==> src/rtl/multicycle_control.sv <==
// Main control FSM for the multi-cycle 32-bit RISC core: sequences fetch, decode, execute,
// memory and writeback steps, with a watchdog on every memory wait.
module multicycle_control #(
  parameter int unsigned Timeout = 16
) (
  input  logic       clk_i,
  input  logic       reset_i,
  input  logic [5:0] opcode_i,
  input  logic       mem_ready_i,
  output logic       pcwrite_o,
  output logic       pcwritecond_o,
  output logic       iord_o,
  output logic       memread_o,
  output logic       memwrite_o,
  output logic       irwrite_o,
  output logic       memtoreg_o,
  output logic       regdst_o,
  output logic       regwrite_o,
  output logic       alusrca_o,
  output logic [1:0] alusrcb_o,
  output logic [1:0] pcsource_o,
  output logic [1:0] aluop_o,
  output logic       instr_done_o,
  output logic       illegal_op_o,
  output logic       bus_err_o,
  output logic [3:0] state_o
);

  typedef enum logic [3:0] {
    StFetch  = 4'd0,
    StDecode = 4'd1,
    StMemAdr = 4'd2,
    StMemRd  = 4'd3,
    StMemWb  = 4'd4,
    StMemWr  = 4'd5,
    StExec   = 4'd6,
    StAluWb  = 4'd7,
    StBranch = 4'd8,
    StAddiEx = 4'd9,
    StAddiWb = 4'd10,
    StJump   = 4'd11
  } state_e;

  localparam logic [5:0] OpRtype = 6'b000000;
  localparam logic [5:0] OpLw    = 6'b100011;
  localparam logic [5:0] OpSw    = 6'b101011;
  localparam logic [5:0] OpBeq   = 6'b000100;
  localparam logic [5:0] OpAddi  = 6'b001000;
  localparam logic [5:0] OpJ     = 6'b000010;

  // Counter only has to reach Timeout-1; it saturates at all-ones beyond that.
  localparam int unsigned CntW = (Timeout > 2) ? $clog2(Timeout) : 1;
  localparam logic [CntW-1:0] CntLast = (Timeout == 0) ? '0 : CntW'(Timeout - 1);

  state_e          state_q, state_d;
  logic [CntW-1:0] cnt_q, cnt_d;
  logic            mem_state;
  logic            expire;

  assign mem_state = (state_q == StFetch) || (state_q == StMemRd) || (state_q == StMemWr);
  assign expire    = (Timeout != 0) && mem_state && !mem_ready_i && (cnt_q == CntLast);

  always_comb begin
    state_d       = state_q;
    pcwrite_o     = 1'b0;
    pcwritecond_o = 1'b0;
    iord_o        = 1'b0;
    memread_o     = 1'b0;
    memwrite_o    = 1'b0;
    irwrite_o     = 1'b0;
    memtoreg_o    = 1'b0;
    regdst_o      = 1'b0;
    regwrite_o    = 1'b0;
    alusrca_o     = 1'b0;
    alusrcb_o     = 2'b00;
    pcsource_o    = 2'b00;
    aluop_o       = 2'b00;
    instr_done_o  = 1'b0;
    illegal_op_o  = 1'b0;
    bus_err_o     = 1'b0;

    // Outputs stay quiet during reset so no partial writeback can escape.
    if (!reset_i) begin
      unique case (state_q)
        StFetch: begin
          memread_o = 1'b1;
          alusrcb_o = 2'b01;
          if (mem_ready_i) begin
            irwrite_o = 1'b1;
            pcwrite_o = 1'b1;
            state_d   = StDecode;
          end else if (expire) begin
            bus_err_o = 1'b1;
            state_d   = StFetch;
          end
        end
        StDecode: begin
          alusrcb_o = 2'b11;
          case (opcode_i)
            OpRtype:    state_d = StExec;
            OpLw, OpSw: state_d = StMemAdr;
            OpBeq:      state_d = StBranch;
            OpAddi:     state_d = StAddiEx;
            OpJ:        state_d = StJump;
            default: begin
              illegal_op_o = 1'b1;
              state_d      = StFetch;
            end
          endcase
        end
        StMemAdr: begin
          alusrca_o = 1'b1;
          alusrcb_o = 2'b10;
          state_d   = (opcode_i == OpLw) ? StMemRd : StMemWr;
        end
        StMemRd: begin
          memread_o = 1'b1;
          iord_o    = 1'b1;
          if (mem_ready_i) begin
            state_d = StMemWb;
          end else if (expire) begin
            bus_err_o = 1'b1;
            state_d   = StFetch;
          end
        end
        StMemWb: begin
          regwrite_o   = 1'b1;
          memtoreg_o   = 1'b1;
          instr_done_o = 1'b1;
          state_d      = StFetch;
        end
        StMemWr: begin
          memwrite_o = 1'b1;
          iord_o     = 1'b1;
          if (mem_ready_i) begin
            instr_done_o = 1'b1;
            state_d      = StFetch;
          end else if (expire) begin
            bus_err_o = 1'b1;
            state_d   = StFetch;
          end
        end
        StExec: begin
          alusrca_o = 1'b1;
          aluop_o   = 2'b10;
          state_d   = StAluWb;
        end
        StAluWb: begin
          regwrite_o   = 1'b1;
          regdst_o     = 1'b1;
          instr_done_o = 1'b1;
          state_d      = StFetch;
        end
        StBranch: begin
          alusrca_o     = 1'b1;
          aluop_o       = 2'b01;
          pcwritecond_o = 1'b1;
          pcsource_o    = 2'b01;
          instr_done_o  = 1'b1;
          state_d       = StFetch;
        end
        StAddiEx: begin
          alusrca_o = 1'b1;
          alusrcb_o = 2'b10;
          state_d   = StAddiWb;
        end
        StAddiWb: begin
          regwrite_o   = 1'b1;
          instr_done_o = 1'b1;
          state_d      = StFetch;
        end
        StJump: begin
          pcwrite_o    = 1'b1;
          pcsource_o   = 2'b10;
          instr_done_o = 1'b1;
          state_d      = StFetch;
        end
        default: state_d = StFetch;
      endcase
    end
  end

  // Any transition (including the bus-error restart of FETCH) clears the wait counter.
  always_comb begin
    cnt_d = '0;
    if (mem_state && !mem_ready_i && !expire) begin
      cnt_d = (cnt_q == '1) ? cnt_q : cnt_q + 1'b1;
    end
  end

  always_ff @(posedge clk_i) begin
    if (reset_i) begin
      state_q <= StFetch;
      cnt_q   <= '0;
    end else begin
      state_q <= state_d;
      cnt_q   <= cnt_d;
    end
  end

  assign state_o = reset_i ? 4'd0 : state_q;

endmodule

==> config.mk <==
export PLATFORM = sky130hd
export DESIGN_NAME = multicycle_control
export DESIGN_NICKNAME = d
export VERILOG_FILES = /design/src/rtl/multicycle_control.sv
export SDC_FILE = /design/constraint.sdc
export NUM_CORES = 1
export LEC_CHECK = 0
export ABC_AREA = 0
export CAP_MARGIN = 5
export CORE_MARGIN = 2
export CORE_UTILIZATION = 42
export CTS_CLUSTER_DIAMETER = 150
export DETAILED_ROUTE_END_ITERATION = 8
export PLACE_DENSITY = 0.78
export RECOVER_POWER = 25
export SYNTH_ARGS = -nofsm -noshare
export SYNTH_HDL_FRONTEND = slang
export SYNTH_SLANG_ARGS = --single-unit
==> constraint.sdc <==
create_clock -name clk_i -period 2.2 [get_ports clk_i]
set_clock_uncertainty 0.15 [all_clocks]
set_input_delay 0.44 -clock clk_i [delete_from_list [all_inputs] [get_ports clk_i]]
set_output_delay 0.44 -clock clk_i [all_outputs]
set_load 0.05 [all_outputs]
==> flow_metrics.py, run 1 <==
metrics = {
    "floorplan": {
        "start_util_pct": 45.2,
        "die_y_microns": 47.6,
        "die_w_microns": 47.6,
        "ioPinCount": 32,
        "num_rows": 15,
    },
    "logic_synthesis": {
        "synth.top_cell.area_share_pct": 20.1,
        "synthTopCellsByArea": "dfxtp_1 (20%), nor2_1 (6.1%), nor2b_1 (4.7%)",
        "synth_area_per_cell_sq_um": 7.31,
        "muxShareOfSynthArea_pct": 1.26,
        "synth_top_area_cell": "dfxtp_1",
        "synth_seq_cells": 8,
        "yosys.area_share.simple_pct": 41.9,
        "synth_edf_count": 0,
        "synth_fa_ha_area_share_pct": 1.57,
        "syn_nets": 119,
        "synth_compound_area_share_pct": 20.7,
        "syn-cell-area_sq_um": 797,
        "ys_seq_area_share_pct": 20.1,
        "async_flop_share_pct": 0,
        "synth_xor_area_share_pct": 6.59,
        "synthCells": 109,
        "netlist_top_cells_count": "nor2_1 (13), dfxtp_1 (8), nor3_1 (7), nand2_1 (6), nor2b_1 (6)",
        "synth.distinct_cells": 40,
        "yosysWarnings": 0,
        "synthFlopType": "dfxtp_1",
        "synth_top_family_by_area": "simple AND/OR/NAND/NOR gates",
        "yosysMostFrequentCell": "nor2_1",
    },
    "clocking": {
        "ctsLongestPathBuffers": 2,
        "clock-sinks": 8,
        "cts_made_buffers": 3,
        "hold_buffers": 0,
        "htreeDepth": 1,
        "cts-root-buf": "clkbuf_4",
    },
    "place": {
        "place_congestion": 0.795,
        "portBuffers": 31,
        "dp_hpwl_microns": 2480,
    },
    "timing": {
        "crit_endpoint": "bus_err_o",
        "worst_endpoint_kind": "top-level output",
    },
    "status": {
        "stop_stage": "global routing (5_1_grt)",
        "status": "stopped before the end",
        "firstError": "[ERROR DPL-0038] Utilization greater than 100%, impossible to legalize",
    },
    "global_route": {
        "grt_max_degree": 16,
    },
}
## logic make-up after synthesis
family                     Yosys count
xor gates and xnor gates             6
DFF                                  8
buffers and inverters               11
and+or+nand+nor                     59
muxes                                1
adders and majority gates            1
AOI/OAI and AO/OA                   23
## stage by stage
step,utilization [%],instance area [sq um],hold slack [ps],instances,setup WS [ps]
floorplan,-,886,278,109,-217
global placement,91.0,1610,286,183,-218
detailed placement,91.0,1610,322,183,-259
CTS,96.6,1700,367,188,-93.9
## timing repair
item | CTS
gates resized for setup | 22
hold endpoints to repair | 0
endpoints found under the setup margin | 17
pin swaps | 4
setup buffers | 2
==> run 2: changes to the inputs <==
--- a/config.mk
+++ b/config.mk
@@ -7,11 +7,10 @@
 export LEC_CHECK = 0
 export ABC_AREA = 0
 export CAP_MARGIN = 5
-export CORE_MARGIN = 2
-export CORE_UTILIZATION = 42
-export CTS_CLUSTER_DIAMETER = 150
+export CORE_AREA = 2 2 63 65
 export DETAILED_ROUTE_END_ITERATION = 8
-export PLACE_DENSITY = 0.78
+export DIE_AREA = 0 0 65 67
+export PLACE_DENSITY_LB_ADDON = 0.15
 export RECOVER_POWER = 25
 export SYNTH_ARGS = -nofsm -noshare
 export SYNTH_HDL_FRONTEND = slang
==> run 2 against run 1 <==
  * The run now ends clean
  * Synthesized cell count unchanged
  * Synthesized area is the same
==> flow_metrics.py, run 2 <==
metrics = {
    "critical_path": {
        "crit_path_top_delay_cell": "dfxtp_2",
        "cp.arrival_ps": 1570,
        "worstSetupPathType": "reg2out",
        "crit_chain": "buf_4 > nand2b_1 > nand2b_4 > a211oi_2 > buf_12",
        "cp_max_fo": 5,
        "critPathRequiredTime_ps": 1610,
        "r2r_slack_ps": 570,
        "slowest_delay_ps": 330,
        "start_kind": "register",
        "endpoint_kind": "primary output",
    },
    "logic_synthesis": {
        "yosysMostFrequentCell": "nor2_1",
        "synth_seq_cells": 8,
        "synthTopCellsByArea": "dfxtp_1 (20%), nor2_1 (6.1%), nor2b_1 (4.7%)",
        "synthCells": 109,
        "synth_top_area_cell": "dfxtp_1",
        "synth.distinct_cells": 40,
        "syn-cell-area_sq_um": 797,
        "synth_area_per_cell_sq_um": 7.31,
        "synthFlopType": "dfxtp_1",
        "yosysWarnings": 0,
        "synth_edf_count": 0,
        "netlist_top_cells_count": "nor2_1 (13), dfxtp_1 (8), nor3_1 (7), nand2_1 (6), nor2b_1 (6)",
        "async_flop_share_pct": 0,
        "ys_seq_area_share_pct": 20.1,
        "syn_nets": 119,
        "synth.top_cell.area_share_pct": 20.1,
    },
    "routing": {
        "ant_nets": 0,
        "vias": 993,
        "drc": 0,
        "vias_per_cell": 4.66,
        "drt-total-wl_microns": 2780,
        "wl_per_cell_microns": 13.0,
        "firstDrtPassIters": 4,
        "drtIter0Drc": 26,
    },
    "clocking": {
        "cts_made_buffers": 3,
        "cts-root-buf": "clkbuf_8",
        "clock-sinks": 8,
        "cts_tree": "done",
        "clk_latency_ps": 230,
        "htreeDepth": 1,
        "ctsLongestPathBuffers": 2,
        "clk_pin_slew_worst_paths_ps": 40,
    },
    "cells_and_area": {
        "layout-drive-gt1-share_pct": 55.2,
        "synthToLayoutAreaGrowth_pct": 127,
        "final_cell_mix": "buf_4 (25), buf_12 (23), nor2_1 (9)",
        "seqCellArea_sq_um": 165,
        "reg.largest.list": "cnt_q x4, state_q x4",
        "multi_input_area_sq_um": 743,
        "diodes": 0,
        "fill_cells": 341,
        "fin_util_pct": 50.2,
        "nNetsFinal": 177,
        "design_area_sq_um": 1810,
        "final_common_cell": "buf_4",
    },
    "place": {
        "portBuffers": 31,
        "dp_hpwl_microns": 2240,
        "dpl_cell_area_sq_um": 1640,
        "place_ws_ps": -327,
        "place_congestion": 0.857,
    },
    "pwr": {
        "peakVddDrop_mv": 0.205,
        "p_int_uw": 361,
        "p_leak_nw": 0.760,
        "p_total_uw": 512,
        "power_frac_comb_pct": 36.3,
        "p_sw_uw": 151,
        "clkPwrFrac_pct": 33.9,
        "power_density_nw_per_um2": 283,
        "sw_frac_of_total_pct": 29.6,
        "share_seq_of_total_power_pct": 29.8,
    },
    "global_route": {
        "grt_overflow": 0,
        "grt_max_degree": 15,
        "track_usage_pct": 13.7,
        "antenna_found_initial": 0,
        "grt_pass1_wl_microns": 4640,
        "grt_pass1_vias": 1022,
    },
    "timing": {
        "setup_slack_ps": 42.4,
        "rsz0062_at_grt": "yes",
        "finalHoldViolations": 0,
        "max_freq_mhz": 463,
        "timing.hold.ws_ps": 314,
        "period_share_pct": 98.1,
        "final.min_clock_period_ps": 2160,
        "drv_slew": 0,
        "slew_headroom_pct": 77.6,
        "worst_pin_slew_ps": 334,
        "setup_viol": 0,
    },
    "floorplan": {
        "die_y_microns": 67,
        "die_w_microns": 65,
        "die-area_sq_um": 4360,
        "num_rows": 22,
        "ioPinCount": 32,
        "core_sq_um": 3610,
        "start_util_pct": 22.1,
    },
    "min_path": {
        "hp-class": "reg2reg",
    },
    "job": {
        "cap_violations": 0,
    },
    "status": {
        "status": "completed",
    },
}
==> run 2: timing repair <==
| action | 4_1_cts | 5_1_grt |
|---|---|---|
| pin swaps | 5 | 7 |
| setup endpoints to repair | 16 | 8 |
| gates resized for setup | 18 | 21 |
| setup buffers | 2 | 1 |
| hold buffers | 0 | 0 |
==> run 2: cells by family after synthesis <==
| family | Yosys count | share of synthesized area [%] |
|---|---|---|
| AND/OR/NAND/NOR | 59 | 41.9 |
| buffers and inverters | 11 | 7.85 |
| adder cells (fa/ha/maj) | 1 | 1.57 |
| multiplexers | 1 | 1.26 |
| AO/OA/AOI/OAI | 23 | 20.7 |
| XOR/XNOR | 6 | 6.59 |
| flip-flops | 8 | 20.1 |
==> run 2: final timing paths <==
kind                            startpoint      endpoint  cells past startpoint
worst max-delay path            state_q[0]  alusrcb_o[1]                      5
worst min-delay path              cnt_q[0]      cnt_q[0]                      1
worst max register to register    cnt_q[0]    state_q[2]                      6
worst min register to register    cnt_q[0]      cnt_q[0]                      1
==> run 2: area by class of cell <==
| type | instances | share of cell area [%] |
|---|---|---|
| Clock buffer | 3 | 2.28 |
| Inverter | 2 | 0.414 |
| Multi-Input combinational cell | 90 | 41.0 |
| Sequential cell | 8 | 9.12 |
| Tap cell | 48 | 3.31 |
| Timing Repair Buffer | 62 | 43.9 |
==> run 2: routing by layer <==
layer / up-vias / track usage (%) / wire (microns)
li1: 500 / - / -
met1: 467 / 15.2 / 1160
met4: 0 / 3.46 / 21
met5: - / 0 / 0
met2: 24 / 25.4 / 1460
met3: 2 / 4.05 / 140
==> run 2: power groups by stage <==
stage | clock [mW] | combinational [mW] | sequential, mW
2_1_floorplan | 0 | 0.0839 | 0.153
3_3_place_gp | 0 | 0.171 | 0.154
3_5_place_dp | 0 | 0.173 | 0.155
4_1_cts | 0.178 | 0.179 | 0.152
5_1_grt | 0.188 | 0.197 | 0.153
6_report | 0.174 | 0.186 | 0.152
==> run 2: metrics by stage <==
step	cells	setup TNS, ps
after floorplan	109	-577
after global placement	207	-1770
after detailed placement	207	-1960
after CTS	212	-39.5
after global routing	213	-5.52
final	213	0
==> run 2: critical path: cells and delay by family (launching register included) <==
family	cells	cell delay, ps
compound gates	1	270
buf+inv	2	340
flops	1	330
simple gates	2	410
(Power assumes the default switching activity.)
